===== src/rtl/pwm_cfg_sequencer.sv =====
// Shadow-register configuration front end for the PWM core: byte writes land in shadows and
// are committed on period boundaries, with an optional once-per-period duty ramp toward the target.
module pwm_cfg_sequencer #(
  parameter int               WIDTH      = 8,
  parameter logic [WIDTH-1:0] PERIOD_RST = 8'hFF
) (
  input  logic             clk,
  input  logic             rst_n,
  input  logic             ena,
  input  logic             wr_en,
  input  logic [1:0]       wr_addr,
  input  logic [WIDTH-1:0] wr_data,
  input  logic             period_end,
  output logic [WIDTH-1:0] period_o,
  output logic [WIDTH-1:0] duty_o,
  output logic             pwm_en_o,
  output logic             pending_o,
  output logic             ramping_o
);

  typedef enum logic [1:0] {ST_OFF, ST_RUN, ST_RAMP} state_t;

  state_t           state_reg, state_next;
  logic [1:0]       ctrl_reg, ctrl_next;
  logic [WIDTH-1:0] period_sh_reg, period_sh_next;
  logic [WIDTH-1:0] target_sh_reg, target_sh_next;
  logic [WIDTH-1:0] step_sh_reg, step_sh_next;
  logic             pending_reg, pending_next;
  logic [WIDTH-1:0] period_reg, period_next;
  logic [WIDTH-1:0] duty_reg, duty_next;
  logic             pwm_en_reg, pwm_en_next;

  function automatic logic [WIDTH-1:0] clamp(input logic [WIDTH-1:0] v, input logic [WIDTH-1:0] lim);
    return (v > lim) ? lim : v;
  endfunction

  logic             wr;
  logic [WIDTH-1:0] eff_target, step_eff, ramp_raw, ramp_duty, hold_duty;
  logic [WIDTH:0]   duty_ext, tgt_ext, step_ext, up_sum, dn_reach;

  assign wr         = ena & wr_en;
  assign eff_target = clamp(target_sh_reg, period_sh_reg);
  assign step_eff   = (step_sh_reg == '0) ? {{(WIDTH-1){1'b0}}, 1'b1} : step_sh_reg;
  assign duty_ext   = {1'b0, duty_reg};
  assign tgt_ext    = {1'b0, eff_target};
  assign step_ext   = {1'b0, step_eff};
  // One extra bit keeps both the overshoot and undershoot tests free of wrap-around.
  assign up_sum     = duty_ext + step_ext;
  assign dn_reach   = tgt_ext + step_ext;
  assign hold_duty  = clamp(duty_reg, period_sh_reg);

  always_comb begin
    ramp_raw = eff_target;
    if (duty_ext < tgt_ext)
      ramp_raw = (up_sum >= tgt_ext) ? eff_target : up_sum[WIDTH-1:0];
    else if (duty_ext > tgt_ext)
      ramp_raw = (dn_reach >= duty_ext) ? eff_target : (duty_reg - step_eff);
    ramp_duty = clamp(ramp_raw, period_sh_reg);
  end

  always_comb begin
    state_next     = state_reg;
    ctrl_next      = ctrl_reg;
    period_sh_next = period_sh_reg;
    target_sh_next = target_sh_reg;
    step_sh_next   = step_sh_reg;
    pending_next   = pending_reg | wr;
    period_next    = period_reg;
    duty_next      = duty_reg;
    pwm_en_next    = pwm_en_reg;

    if (wr) begin
      case (wr_addr)
        2'd0:    ctrl_next      = wr_data[1:0];
        2'd1:    period_sh_next = wr_data;
        2'd2:    target_sh_next = wr_data;
        default: step_sh_next   = wr_data;
      endcase
    end

    // Commits always read the pre-write shadows; a same-cycle write only keeps pending set.
    if (ena) begin
      case (state_reg)
        ST_OFF: begin
          if (pending_reg) begin
            period_next  = period_sh_reg;
            pwm_en_next  = ctrl_reg[0];
            duty_next    = ctrl_reg[1] ? '0 : eff_target;
            pending_next = wr;
            if (!ctrl_reg[0]) begin
              state_next = ST_OFF;
            end else if (ctrl_reg[1]) begin
              state_next   = ST_RAMP;
              pending_next = wr | (eff_target != '0);
            end else begin
              state_next = ST_RUN;
            end
          end
        end
        ST_RUN: begin
          if (period_end && pending_reg) begin
            period_next  = period_sh_reg;
            pwm_en_next  = ctrl_reg[0];
            pending_next = wr;
            if (!ctrl_reg[0]) begin
              duty_next  = '0;
              state_next = ST_OFF;
            end else if (ctrl_reg[1]) begin
              duty_next    = hold_duty;
              state_next   = ST_RAMP;
              pending_next = wr | (hold_duty != eff_target);
            end else begin
              duty_next = eff_target;
            end
          end
        end
        ST_RAMP: begin
          if (period_end) begin
            period_next  = period_sh_reg;
            pwm_en_next  = ctrl_reg[0];
            pending_next = wr;
            if (!ctrl_reg[0]) begin
              duty_next  = '0;
              state_next = ST_OFF;
            end else if (!ctrl_reg[1]) begin
              duty_next  = eff_target;
              state_next = ST_RUN;
            end else begin
              duty_next = ramp_duty;
              if (ramp_duty == eff_target && !wr)
                state_next = ST_RUN;
              else
                pending_next = 1'b1;
            end
          end
        end
        default: state_next = ST_OFF;
      endcase
    end
  end

  always_ff @(posedge clk or negedge rst_n) begin
    if (!rst_n) begin
      state_reg     <= ST_OFF;
      ctrl_reg      <= 2'b00;
      period_sh_reg <= PERIOD_RST;
      target_sh_reg <= '0;
      step_sh_reg   <= {{(WIDTH-1){1'b0}}, 1'b1};
      pending_reg   <= 1'b0;
      period_reg    <= PERIOD_RST;
      duty_reg      <= '0;
      pwm_en_reg    <= 1'b0;
    end else begin
      state_reg     <= state_next;
      ctrl_reg      <= ctrl_next;
      period_sh_reg <= period_sh_next;
      target_sh_reg <= target_sh_next;
      step_sh_reg   <= step_sh_next;
      pending_reg   <= pending_next;
      period_reg    <= period_next;
      duty_reg      <= duty_next;
      pwm_en_reg    <= pwm_en_next;
    end
  end

  assign period_o  = period_reg;
  assign duty_o    = duty_reg;
  assign pwm_en_o  = pwm_en_reg;
  assign pending_o = pending_reg;
  assign ramping_o = (state_reg == ST_RAMP);

endmodule


===== config.mk =====
export PLATFORM = sky130hd
export DESIGN_NAME = pwm_cfg_sequencer
export DESIGN_NICKNAME = d
export VERILOG_FILES = /design/src/rtl/pwm_cfg_sequencer.sv
export SDC_FILE = /design/constraint.sdc
export NUM_CORES = 1
export LEC_CHECK = 0
export ABC_AREA = 0
export ABC_CLOCK_PERIOD_IN_PS = 7000
export CAP_MARGIN = 5
export CORE_UTILIZATION = 40
export CTS_CLUSTER_SIZE = 28
export DETAILED_ROUTE_END_ITERATION = 8
export MAX_ROUTING_LAYER = met4
export PLACE_DENSITY = 0.6
export SYNTH_ARGS = -nofsm -noshare
export SYNTH_HDL_FRONTEND = slang
export SYNTH_SLANG_ARGS = --single-unit

===== constraint.sdc =====
create_clock -name clk -period 7 [get_ports clk]
set_input_delay 1.4 -clock clk [delete_from_list [all_inputs] [get_ports clk]]
set_output_delay 1.4 -clock clk [all_outputs]
set_load 0.01 [all_outputs]

# == Word level (Yosys, flattened, before mapping) ==
# Index checks and enable logic that the tools add are counted.
# totals
regBits,46
out_inout_bits,19
# op_classes
n_addsub,3
n_lt_le_gt_ge,7
eq_ne,11
n_mux,48
n_bitwise,5
n_reduce_logical,15
# ops
op,n
$mux 8,19
$pmux 8 s3,2
$gt 8x8->1,4
$mux 2,10
$add 8x8->9,2
$ge 9x8->1,2
$mux 1,14
$eq 8x8->1,1
$logic_not 8->1,1
$lt 8x8->1,1
$ne 8x8->1,1
$reduce_and 2->1,4
$reduce_bool 8->1,1
$sub 8x8->8,1
$ne 2x2->1 const B,3
$pmux 1 s3,2
$pmux 2 s3,1
$reduce_and 6->1,1
$reduce_and 5->1,1
$eq 2x1->1 const B,2
$eq 2x2->1 const B,2
$logic_not 2->1,2
$ne 4x3->1 const B,1
$ne 3x3->1 const B,1
other kinds (7),10

# == Logic depth before layout (Yosys ltp) ==
# logic_depth
depth_word,17
mapped_depth,40
ltp_nobuf,37

# == Worst setup path before layout ==
# OpenSTA, ideal clock, no wires.
# synth_timing
path_type,reg-to-reg
start,register period_sh_reg[1]
end,register state_reg[0]
setup_ps,128
arrival_ps,7571
slack_ps,-699
path_stages_with_launch,38
n_path_buf,2
period_less_slack_ps,7699
path_cell_list,dfstp_2 > inv_1 > ha_1 > nor2b_1 > o211ai_1 > a21oi_1 > nor2_2 > clkbuf_1 > mux2_2 > ha_1 > fa_1 > a21oi_1 > o21ai_1 > nor2_1 > nor2_1 > nor2_1 > xnor2_1 > ha_1 > (+2 left out) > a211oi_2 > and2_1 > clkbuf_1 > nand2_1 > o22ai_1 > a21oi_1 > ha_1 > a21o_1 > a21oi_1 > nand3_1 > nand2_1 > o2111ai_1 > and4_1 > or4_1 > nor3_2 > a21oi_1 > a311oi_2 > mux2_1
# synth_between
elab_chain_len,13
# synth_lines
item,line,text
"start, declared",25,"logic [WIDTH-1:0] period_sh_reg, period_sh_next;"
"start signal, assigned",156,period_sh_reg <= period_sh_next;
$gt 8x8->1,34,return (v > lim) ? lim : v;
$mux 8,34,
$add 8x8->9,49,assign dn_reach = tgt_ext + step_ext;
$ge 9x8->1,57,ramp_raw = (dn_reach >= duty_ext) ? eff_target : (duty_reg - step_eff);
$mux 8,57,
$mux 8,56,else if (duty_ext > tgt_ext)
$mux 8,54,if (duty_ext < tgt_ext)
$gt 8x8->1,34,
$mux 8,34,
$eq 8x8->1 *,130,if (ramp_duty == eff_target && !wr)
$logic_and 1x1->1 *,130,
$ne 4x3->1 (no line) *,-,
$reduce_and 6->1 (no line) *,-,
"end signal, assigned",154,state_reg <= state_next;
"end, declared",23,"state_t state_reg, state_next;"
# Mark *: on every way between the ends. The rest lies on a longest branch, timed or not.
# A chain may end at the register's enable or synchronous reset.

# == Final worst setup path ==
# layout_timing
start,register period_sh_reg[7]
end,register state_reg[0]
# Same word-level chain as after synthesis.

==> run_results.csv <==
group,metric,value,unit
status,outcome,"finished, violations left",
status,violations,"negative setup slack",
grt,grt_pass1_vias,4959,
timing,fmax,137,MHz
placed_design,place.gp.congestion,0.984,
yosys,synth_top_flop_cell,"dfrtp_1",
timing,rsz0062_at_grt,"true",
setup_path,path_class,"flop to flop",
die,initial_core_util,0.410,
drt,routed_wl,17.7,mm
grt,antenna_found_initial,0,
grt,grt_first_pass_wirelength,26.8,mm
timing,fin_setup_tns,-0.532,ns
yosys,syn_area,5180,um^2
finish,seqCellArea,1170,um^2
setup_path,crit_path_max_incr_delay,0.54,ns
grt,grt_remaining_overflow,0,
finish,finalNetCount,814,
drt,drc,0,
placed_design,dp_hpwl,13.9,mm
yosys,ys_warn_count,0,
setup_path,crit_arrival,7.46,ns
finish,antenna-diode-count,0,
clock_network,clock_sinks,46,
drt,drt-initial-drc-count,259,
clock_network,cts_hold_buf,0,
drt,first_pass_iters,5,
drt,vias,5164,
yosys,yosys.area.top_type_share,0.184,
timing,hold_viol_final,0,
clock_network,cts_tree,"built",
finish,drive_gt1_frac,0.322,
grt,grt_max_degree,47,
yosys,ys_seq_elements,46,
yosys,yosysSeqAreaShare,0.226,
yosys,ys_types,69,
setup_path,startpoint_type,"flop",
die,die_y,116,um
timing,fin_crit_sh,1.04,
die,die-area,13400,um^2
clock_network,ctsHtreeMaxLevel,2,
timing,setup_viol,2,
timing,fin_skew,0.00543,ns
finish,multi_input_area,4100,um^2
drt,viasPerCell,5.78,
drt,detail-route-antenna-nets,0,
yosys,syn-mean-instance-area,8.53,um^2
timing,maxSlewHeadroom,0.233,
clock_network,cts.clk_slew.worst_paths,0.07,ns
clock_network,cts_made_buffers,5,
setup_path,cp-end-kind,"flop",
yosys,synth_edf_count,0,
setup_path,crit_required,7.18,ns
timing,report.final.slew_viol_count,0,
placed_design,port_buffers,33,
timing,tightestPinTransition,1.15,ns
die,io_pins,34,
job,maxCapViolations,0,
worst_hold_path,hp-class,"flop to flop",
clock_network,cts.path.max_buffers,2,
timing,setup_ws,-0.277,ns
yosys,syn-num-nets,701,
setup_path,critPathMaxFanout,5,
die,die_w,116,um
clock_network,clk_latency,0.30,ns
clock_network,root_buffer,"clkbuf_16",
grt,grt_usage,0.276,
setup_path,slowest_stage,"or4_4",
finish,fillers,1188,
die,core.rowCount,41,
timing,finalCriticalPeriod,7.28,ns
die,coreArea,12600,um^2
yosys,yosys-top-cells-area,"ha_1 (18%), dfrtp_1 (14%), dfstp_2 (8.6%), mux2_2 (6.7%), a21oi_1 (4.4%)",
yosys,synth_top_cell_by_area,"ha_1",
yosys,syn_inst,607,
drt,wl_per_cell,19.8,um
finish,area_growth,34.0,%
yosys,async_reset_ff_frac,1.00,
==> final timing paths <==
| check | end | slack, ns | depth (start not counted) | startpoint |
|---|---|---|---|---|
| max | state_reg[0] | -0.28 | 32 | period_sh_reg[7] |
| min | period_o[7] | 0.48 | 2 | period_o[7] |
| max reg2reg | state_reg[0] | -0.28 | 32 | period_sh_reg[7] |
| min reg2reg | period_o[7] | 0.48 | 2 | period_o[7] |
| max in group asynchronous | duty_o[3] | 5.02 | 1 | rst_n |
| min in group asynchronous | target_sh_reg[7] | 1.31 | 1 | rst_n |
==> cells in the mapped netlist (4+ instances only) <==
library cell,count
inv_1,43
nand2b_1,7
o21bai_1,5
clkbuf_1,25
xnor2_1,23
o21ai_0,32
xor2_1,6
o221ai_1,5
nor4_1,4
a21oi_1,46
a211oi_1,6
nand2_1,49
nand3_1,18
o211ai_1,7
nor2_1,31
o21a_1,6
a31oi_1,4
nor3_1,6
nand4_1,14
nor2b_1,10
a21boi_0,4
mux2i_1,13
mux2_2,31
o31ai_1,6
dfrtp_1,29
a211o_1,4
ha_1,76
a21o_1,9
dfstp_2,17
o22ai_1,9
==> critical path: cells and delay by family, from the launching register on <==
family | cells | cell delay [ns]
fa+ha+maj | 5 | 1.45
xor+xnor | 1 | 0.15
flops | 1 | 0.53
buf+inv | 3 | 0.33
compound gates | 10 | 1.81
mux | 2 | 0.70
simple gates | 11 | 2.18
==> per-layer routing <==
metal / vias up / global-route usage / wire length [um]
met5: - / - / 0
met4: 0 / 0.0957 / 591
met2: 190 / 0.446 / 8370
li1: 2448 / - / -
met1: 2484 / 0.358 / 7790
met3: 42 / 0.0288 / 928
==> cell type report <==
cell class	count	share of cell area
sequential	46	0.169
clock inverter	3	0.00325
inverter	43	0.0233
multi-input combinational	487	0.591
timing repair buffer	137	0.165
clock buffer	5	0.0180
tap	172	0.0310
==> cell usage in the layout, fill, tap and decap left out, types with 6 or more instances in the layout <==
cell type          n
dfrtp_1           29
inv_1             40
ha_4              11
clkdlybuf4s50_1   32
nand2_1           44
mux2_2            29
xor2_1             6
dfstp_2           17
buf_4            100
a21o_1             9
a211oi_2           6
o21ai_0           30
nand2b_1           6
xnor2_1           23
o21a_1             6
o22ai_1            6
nor2_1            31
nand4_1           14
o211ai_1           7
nor2b_1            9
o31ai_1            6
mux2i_1           13
ha_1              65
clkbuf_16          6
a21oi_2           14
nand3_1           17
a21oi_1           32
==> logic make-up after synthesis <==
kind of cell / Yosys count / synth area share
AO/OA/AOI/OAI: 169 / 0.215
XOR/XNOR: 29 / 0.0490
adder cells (fa/ha/maj): 79 / 0.195
buffers and inverters: 74 / 0.0563
flip-flops: 46 / 0.226
multiplexers: 48 / 0.102
AND/OR/NAND/NOR: 162 / 0.156
==> what timing repair did <==
item,4_1_cts,5_1_grt
resized for setup,15,38
endpoints found under the hold margin,0,0
pin swaps,19,27
setup endpoints to repair,3,4
buffers inserted,5,8
gates cloned,0,1
==> per-stage QoR <==
step	cells	hold WS, ns	setup slack [ns]	instance area (um^2)	utilization
floorplan	607	0.486	0.00376	5330	-
finish	893	0.483	-0.277	6940	0.550
global placement	871	0.472	-0.350	6400	0.507
global route	893	0.509	-0.524	6940	0.550
detailed placement	871	0.477	-0.508	6400	0.507
CTS	884	0.488	-0.127	6640	0.526
Power is left out: the tool's default activity adds up to more than one toggle a clock period on the data nets, which glitch-free logic cannot reach.
